===== src/rtl/hazard_ctrl.sv =====
// ---------------------------------------------------------------------------
// hazard_ctrl
//
// Fetch-stage control for the 16-bit RISC pipeline. Sits between the ID/EX
// pipeline registers and the PC / PC mux / IF/ID register.
//   * Load-use hazard (load in EX writing a register the ID instruction
//     reads): holds PC and IF/ID and bubbles ID/EX for LOAD_STALL_CYCLES.
//   * Taken branch resolved in EX: redirects the PC to branch_target and
//     flushes IF/ID for FLUSH_CYCLES cycles. A branch always beats a hazard.
//   * stall_count: saturating count of cycles with pc_write=0.
//
// Ports
//   clock, reset          rising-edge clock, asynchronous active-low reset
//   id_rs, id_rt          source registers of the ID instruction
//   id_uses_rt            ID instruction actually reads id_rt
//   ex_rd, ex_mem_read    destination / is-load of the EX instruction
//   branch_taken          EX resolved a taken branch/jump this cycle
//   branch_target         redirect address from EX
//   stat_clear            synchronous clear of stall_count
//   pc_write              PC enable
//   pc_mux_control        0 = PC+2, 1 = pc_redirect
//   pc_redirect           redirect address into the PC mux
//   ifid_write            IF/ID enable
//   ifid_flush            IF/ID loads a NOP
//   idex_bubble           ID/EX loads a NOP
//   stall_count           saturating stall-cycle counter
// ---------------------------------------------------------------------------
module hazard_ctrl #(
    parameter int ADDR_W            = 16,
    parameter int REG_W             = 3,
    parameter int LOAD_STALL_CYCLES = 1,
    parameter int FLUSH_CYCLES      = 1,
    parameter int R0_ZERO           = 1
) (
    input  logic              clock,
    input  logic              reset,
    input  logic [REG_W-1:0]  id_rs,
    input  logic [REG_W-1:0]  id_rt,
    input  logic              id_uses_rt,
    input  logic [REG_W-1:0]  ex_rd,
    input  logic              ex_mem_read,
    input  logic              branch_taken,
    input  logic [ADDR_W-1:0] branch_target,
    input  logic              stat_clear,
    output logic              pc_write,
    output logic              pc_mux_control,
    output logic [ADDR_W-1:0] pc_redirect,
    output logic              ifid_write,
    output logic              ifid_flush,
    output logic              idex_bubble,
    output logic [15:0]       stall_count
);

    typedef enum logic [1:0] {
        RUN   = 2'd0,
        STALL = 2'd1,
        FLUSH = 2'd2
    } state_t;

    // Counter preloads: the event cycle itself is spent in RUN, so the
    // multi-cycle states cover the remaining N-1 cycles.
    localparam logic [2:0] STALL_INIT = 3'(LOAD_STALL_CYCLES - 1);
    localparam logic [2:0] FLUSH_INIT = 3'(FLUSH_CYCLES - 1);

    state_t      state_reg, state_next;
    logic [2:0]  cnt_reg, cnt_next;
    logic [15:0] stall_count_reg;

    // Per-bit register index comparison against the EX destination.
    logic [REG_W-1:0] rs_eq;
    logic [REG_W-1:0] rt_eq;
    logic             rs_hit;
    logic             rt_hit;
    logic             rd_valid;
    logic             load_use;

    genvar gi;
    generate
        for (gi = 0; gi < REG_W; gi++) begin : g_cmp
            assign rs_eq[gi] = ~(ex_rd[gi] ^ id_rs[gi]);
            assign rt_eq[gi] = ~(ex_rd[gi] ^ id_rt[gi]);
        end
    endgenerate

    assign rs_hit   = &rs_eq;
    assign rt_hit   = (&rt_eq) & id_uses_rt;
    // r0 is hard-wired to zero, so a load "writing" it cannot feed ID.
    assign rd_valid = (R0_ZERO == 0) || (ex_rd != '0);
    assign load_use = ex_mem_read & rd_valid & (rs_hit | rt_hit);

    assign pc_redirect = branch_target;
    assign stall_count = stall_count_reg;

    // State register
    always_ff @(posedge clock or negedge reset) begin
        if (!reset) begin
            state_reg <= RUN;
            cnt_reg   <= 3'd0;
        end else begin
            state_reg <= state_next;
            cnt_reg   <= cnt_next;
        end
    end

    // Next state and outputs
    always_comb begin
        pc_write       = 1'b1;
        pc_mux_control = 1'b0;
        ifid_write     = 1'b1;
        ifid_flush     = 1'b0;
        idex_bubble    = 1'b0;
        state_next     = state_reg;
        cnt_next       = cnt_reg;

        if (!reset) begin
            // Reset is asynchronous, so the outputs follow it immediately.
            pc_write    = 1'b0;
            ifid_write  = 1'b0;
            ifid_flush  = 1'b1;
            idex_bubble = 1'b1;
            state_next  = RUN;
            cnt_next    = 3'd0;
        end else if (branch_taken) begin
            // Redirect wins in every state; a pending stall is abandoned.
            pc_mux_control = 1'b1;
            ifid_flush     = 1'b1;
            idex_bubble    = 1'b1;
            if (FLUSH_CYCLES > 1) begin
                state_next = FLUSH;
                cnt_next   = FLUSH_INIT;
            end else begin
                state_next = RUN;
                cnt_next   = 3'd0;
            end
        end else begin
            case (state_reg)
                RUN: begin
                    if (load_use) begin
                        pc_write    = 1'b0;
                        ifid_write  = 1'b0;
                        idex_bubble = 1'b1;
                        if (LOAD_STALL_CYCLES > 1) begin
                            state_next = STALL;
                            cnt_next   = STALL_INIT;
                        end
                    end
                end
                STALL: begin
                    // ID is frozen; hazard is re-evaluated only back in RUN.
                    pc_write    = 1'b0;
                    ifid_write  = 1'b0;
                    idex_bubble = 1'b1;
                    cnt_next    = cnt_reg - 3'd1;
                    if (cnt_reg == 3'd1) begin
                        state_next = RUN;
                    end
                end
                FLUSH: begin
                    // ID holds a NOP, so load_use is meaningless here.
                    ifid_flush  = 1'b1;
                    idex_bubble = 1'b1;
                    cnt_next    = cnt_reg - 3'd1;
                    if (cnt_reg == 3'd1) begin
                        state_next = RUN;
                    end
                end
                default: begin
                    state_next = RUN;
                    cnt_next   = 3'd0;
                end
            endcase
        end
    end

    // Stall-cycle statistics; clear has priority over counting.
    always_ff @(posedge clock or negedge reset) begin
        if (!reset) begin
            stall_count_reg <= 16'd0;
        end else if (stat_clear) begin
            stall_count_reg <= 16'd0;
        end else if (!pc_write && (stall_count_reg != 16'hFFFF)) begin
            stall_count_reg <= stall_count_reg + 16'd1;
        end
    end

endmodule


===== config.mk =====
export PLATFORM = sky130hd
export DESIGN_NAME = hazard_ctrl
export DESIGN_NICKNAME = d
export VERILOG_FILES = /design/src/rtl/hazard_ctrl.sv
export SDC_FILE = /design/constraint.sdc
export NUM_CORES = 1
export LEC_CHECK = 0
export CAP_MARGIN = 20
export CORE_UTILIZATION = 42
export DETAILED_ROUTE_END_ITERATION = 10
export GPL_TIMING_DRIVEN = 0
export PLACE_DENSITY = 0.9
export RECOVER_POWER = 50
export SYNTH_ARGS = -nofsm -noshare
export SYNTH_HDL_FRONTEND = slang
export SYNTH_SLANG_ARGS = --single-unit

===== constraint.sdc =====
create_clock -name clock -period 4.4 [get_ports clock]
set_input_delay 0.88 -clock clock [delete_from_list [all_inputs] [get_ports clock]]
set_output_delay 0.88 -clock clock [all_outputs]
set_load 0.05 [all_outputs]

---- After elaboration in Yosys (flattened, before gate mapping) ----
Index checks and enable logic that the tools add are counted.
word-level totals
  flip-flop bits (word level) ............. 21
  input port bits ......................... 31
operators by class
  add/sub/neg operators ................... 2
  equality and inequality tests ........... 6
  muxes and demuxes ....................... 22
  bitwise gates (word level) .............. 16
  reduce and logical (&&, ||, !) cells .... 9
operators by type and width
  operator                                                                  count
  16-bit 2-to-1 mux                                                         2
  16-bit by 1-bit adder with 16-bit output (second input constant)          1
  16-bit inequality test (second input constant)                            1
  1-bit 2-to-1 mux                                                          11
  2-bit 2-to-1 mux                                                          3
  3-bit 2-to-1 mux                                                          2
  1-bit NOT                                                                 6
  3-bit case mux with 2 select lines                                        1
  3-bit AND reduction                                                       2
  1-bit XOR                                                                 6
  4-bit by 2-bit inequality test with 1-bit output (second input constant)  1
  1-bit case mux with 2 select lines                                        2
  2-bit case mux with 2 select lines                                        1
  1-bit AND                                                                 3
  3-bit by 1-bit equality test with 1-bit output (second input constant)    1
  3-bit inequality test (second input constant)                             1
  3-bit nonzero test                                                        1
  3-bit by 1-bit subtractor with 3-bit output (second input constant)       1
  2-bit by 1-bit equality test with 1-bit output (second input constant)    1
  2-bit equality test (second input constant)                               1
  2-bit logical NOT                                                         1
  2-bit AND reduction                                                       1
  2-bit nonzero test                                                        1
  2-bit OR reduction                                                        1
  other kinds (3)                                                           3

---- Depth between registers and ports, before layout ----
Gate-level depths: netlist of run 1.
  word-level depth ........................ 14
  mapped depth ............................ 8
  gate-level depth less buffers ........... 5

---- Least setup slack after synthesis of run 1 ----
OpenSTA, ideal clock, no wires.
  path kind ............................... input port to output port
  start point ............................. in id_rt[1]
  end point ............................... out pc_write
  arrival time ............................ 2.441 ns
  data required time ...................... 3.520 ns
  path slack .............................. 1.079 ns
  cell stages on the path ................. 5
  path buffers ............................ 1
  path through ............................ xnor2_1 -> and4_1 -> o211a_1 -> nor2_1 -> buf_4
on the way
  word-level cells in the longest chain between the ends .. 10
RTL lines
  what                                line  text
  start, declared                     38    input logic [REG_W-1:0] id_rt,
  1-bit XOR                           81    assign rt_eq[gi] = ~(ex_rd[gi] ^ id_rt[gi]);
  1-bit NOT                           81
  3-bit AND reduction                 86    assign rt_hit = (&rt_eq) & id_uses_rt;
  1-bit AND                           86
  1-bit OR                            89    assign load_use = ex_mem_read & rd_valid & (rs_hit | rt_hit);
  1-bit AND                           89
  1-bit 2-to-1 mux                    --
  1-bit case mux with 2 select lines  --
  1-bit 2-to-1 mux (2 in a row)       --
  end, declared                       45    output logic pc_write,
Every way passes these cells.

---- Worst setup path in the final report of run 1 ----
  start point ............................. in reset
  end point ............................... out pc_write
on the way
  word-level cells in the longest chain between the ends .. 1
RTL lines
  what              line  text
  start, declared   36    input logic reset,
  1-bit 2-to-1 mux  115   if (!reset) begin
Every way passes these cells.

==> results of run 1 <==
[worst max path at each step]
stage / end / slack (ps) / from / cells after the start
global placement: pc_write / 60 / reset / 6
global route: pc_write / 40 / reset / 6
CTS: pc_write / 270 / reset / 6
floorplan: pc_write / 1080 / id_rt[1] / 5
finish: pc_write / 310 / reset / 6
detailed placement: pc_write / -6 / reset / 6
[timing repair]
action	CTS	global route
endpoints found under the setup margin	1	0
hold buffers	0	0
gates resized for setup	1	0
buffers inserted	0	0
[per-stage QoR]
stage	total power (W)	cells	cell area (um^2)
2_1_floorplan	0.000238	143	1240
3_3_place_gp	0.000284	225	1790
4_1_cts	0.000388	229	1830
3_5_place_dp	0.000287	225	1790
5_1_grt	0.000399	229	1820
6_report	0.000383	229	1820
[per-layer routing]
layer / routed length (um) / up-vias
met5: 0 / -
met2: 1840 / 58
met4: 39 / 0
li1: - / 622
met1: 1390 / 614
met3: 166 / 6
[area by class of cell]
type / instances / area (um^2)
fill: 235 / 963
multi-input combinational: 96 / 641
timing repair buffer: 51 / 504
sequential: 16 / 400
buffer: 25 / 175
tap: 31 / 38.8
clock buffer: 4 / 36.3
inverter: 6 / 22.5
[cell usage in the layout, fill, tap and decap left out, types with 2 or more instances in the layout]
cell / count
a211oi_1: 4
a21o_1: 3
a21oi_1: 11
and3_1: 3
and4_1: 3
buf_2: 2
buf_4: 17
buf_6: 2
clkbuf_1: 5
clkbuf_4: 3
clkdlybuf4s50_1: 33
dfrtp_1: 16
dlygate4sd3_1: 17
inv_1: 6
mux2_1: 4
nand2_1: 6
nand3_1: 8
nand4_1: 3
nor2_1: 7
nor2b_1: 4
nor3_1: 4
o211ai_1: 2
o21ai_1: 2
o31ai_1: 8
or4_1: 8
xnor2_1: 3
xor2_1: 3
[logic make-up (layout without fill, tap and decap cells)]
family | Yosys count | after routing | synth area share (%)
flip-flops | 16 | 16 | 32.2
multiplexers | 4 | 4 | 3.62
AO/OA/AOI/OAI | 37 | 37 | 20.5
adder cells (fa/ha/maj) | 1 | 1 | 1.01
XOR/XNOR | 6 | 6 | 4.23
buffers and inverters | 31 | 86 | 15.9
AND/OR/NAND/NOR | 48 | 48 | 22.5
[synthesized netlist by cell type (all sizes together) (6+ instances only)]
master  number
inv          6
dfrtp       16
nand2        6
or4          8
buf         21
nor2         7
o31ai        8
nand3        8
a21oi       11
[worst min-delay path, stage by stage (launching register included)]
cell and delay, ps:
dfrtp_1 410, o31ai_1 80, a21oi_1 60
[power breakdown]
part	internal (W)	leakage, nW	switching, W
sequential	0.000149	0.222	0.00000312
combinational	0.0000511	0.545	0.0000794
clock	0.0000505	0.0210	0.0000504
==> metrics.yaml, run 1 <==
die_h_um: 56.4
maxCapViolations: 0
reg2reg_depth: 7
finalHoldViolCount: 0
drv_slew: 0
globalRouteMet2Util_pct: 41.0
cts.path.max_buffers: 2
synth.yosys.warnings: 0
setup_viol: 0
dr.pass1.iters: 4
drc: 0
cts_buffers: 3
synth_top_area_share_pct: 32.2
met1_usage_pct: 25.3
globalplace.congestion: 0.872
synthFlopType: "dfrtp_1"
synth.distinct_cells: 35
hp-class: "reg2reg"
grt_pass1_vias: 1258
worstPathMaxFanout: 17
n_antenna_cell: 0
track_usage_pct: 22.2
crit_arrival_ps: 3210
num-nets-final: 231
hpwl_mm: 2.64
ys_top_cells_by_area: "dfrtp_1, buf_4, o31ai_1"
netlist_area_um2: 1240
grt_first_pass_wirelength_mm: 5.62
clock_latency_ps: 300
clock.fmax_mhz: 244
worst_slew_pin_slew_ps: 951
synthCells: 143
critical-path-top-delay-family: "buffers and inverters"
p_per_area_nw_per_um2: 211
grt_max_degree: 18
critPathMostFrequentCell: "clkbuf_1"
clkTransAtPathRegs_ps: 100
place_worst_setup_slack_ps: -6.05
via_per_inst: 5.68
start_kind: "primary input"
wl_per_cell_um: 15.0
synth_edf_count: 0
layout-drive-gt1-share_pct: 13.1
final_util_pct: 65.4
status: "finished clean"
whs_ps: 583
slew_headroom_pct: 36.6
drt_iter0_markers: 43
crit_path_end_kind: "output port"
largest_reg_flops: 16
fp.coreArea_um2: 2780
grt_overflow: 0
initial_core_util_pct: 44.7
rsz0062_at_grt: "false"
cts_tree: "done"
cp.required_ps: 3520
chipWidth_um: 56.4
reg2reg_slack_ps: 2230
vias: 1300
path_cells: "clkbuf_1, clkbuf_1, inv_1, nor2_1, buf_4, clkdlybuf4s50_1"
leakagePower_nw: 0.789
htreeDepth: 1
synth-seq-area-share_pct: 32.2
period_minus_slack_ps: 4090
min_to: "stall_count[4]$_DFFE_PN0P_"
reg2reg_to: "stall_count[13]$_DFFE_PN0P_"
irDropWorstVdd_mv: 0.191
avgSynthCellArea_um2: 8.70
dieArea_um2: 3180
cts_sinks: 16
setup_slack_ps: 307
io_pins: 68
area_delta_synth_final_pct: 46.2
min_path_cells: 2
grt_busiest_layer: "met2"
cp.buffers_inverters: 5
root_buffer: "clkbuf_4"
skew_ps: 4.01
numPortBuffers: 51
row_count: 19
setup_tns_ps: 0
worstSetupPathType: "in2out"
yosys_register_bits: 16
synthArstFlopShare_pct: 100
drt-total-wl_mm: 3.44
crit_path_max_incr_delay_ps: 780
synth_top_area_cell: "dfrtp_1"
synth_fp_nets: 175
r2r-start: "stall_count[0]$_DFFE_PN0P_"
ant_nets: 0
fin_crit_sh_pct: 93.0
grtUsageMet3_pct: 5.76
hold_start: "stall_count[4]$_DFFE_PN0P_"
worst_path_max_delay_cell: "clkdlybuf4s50_1"
antenna_found_initial: 0
Power figures use the tool's default switching activity.
==> run 2: changes to the inputs <==
--- a/config.mk
+++ b/config.mk
@@ -11,6 +11,7 @@
 export GPL_TIMING_DRIVEN = 0
 export PLACE_DENSITY = 0.9
 export RECOVER_POWER = 50
+export SLEW_MARGIN = 30
 export SYNTH_ARGS = -nofsm -noshare
 export SYNTH_HDL_FRONTEND = slang
 export SYNTH_SLANG_ARGS = --single-unit
==> results of run 2 <==
Same layout as run 1: the final DEF is identical, and so are final timing and power.
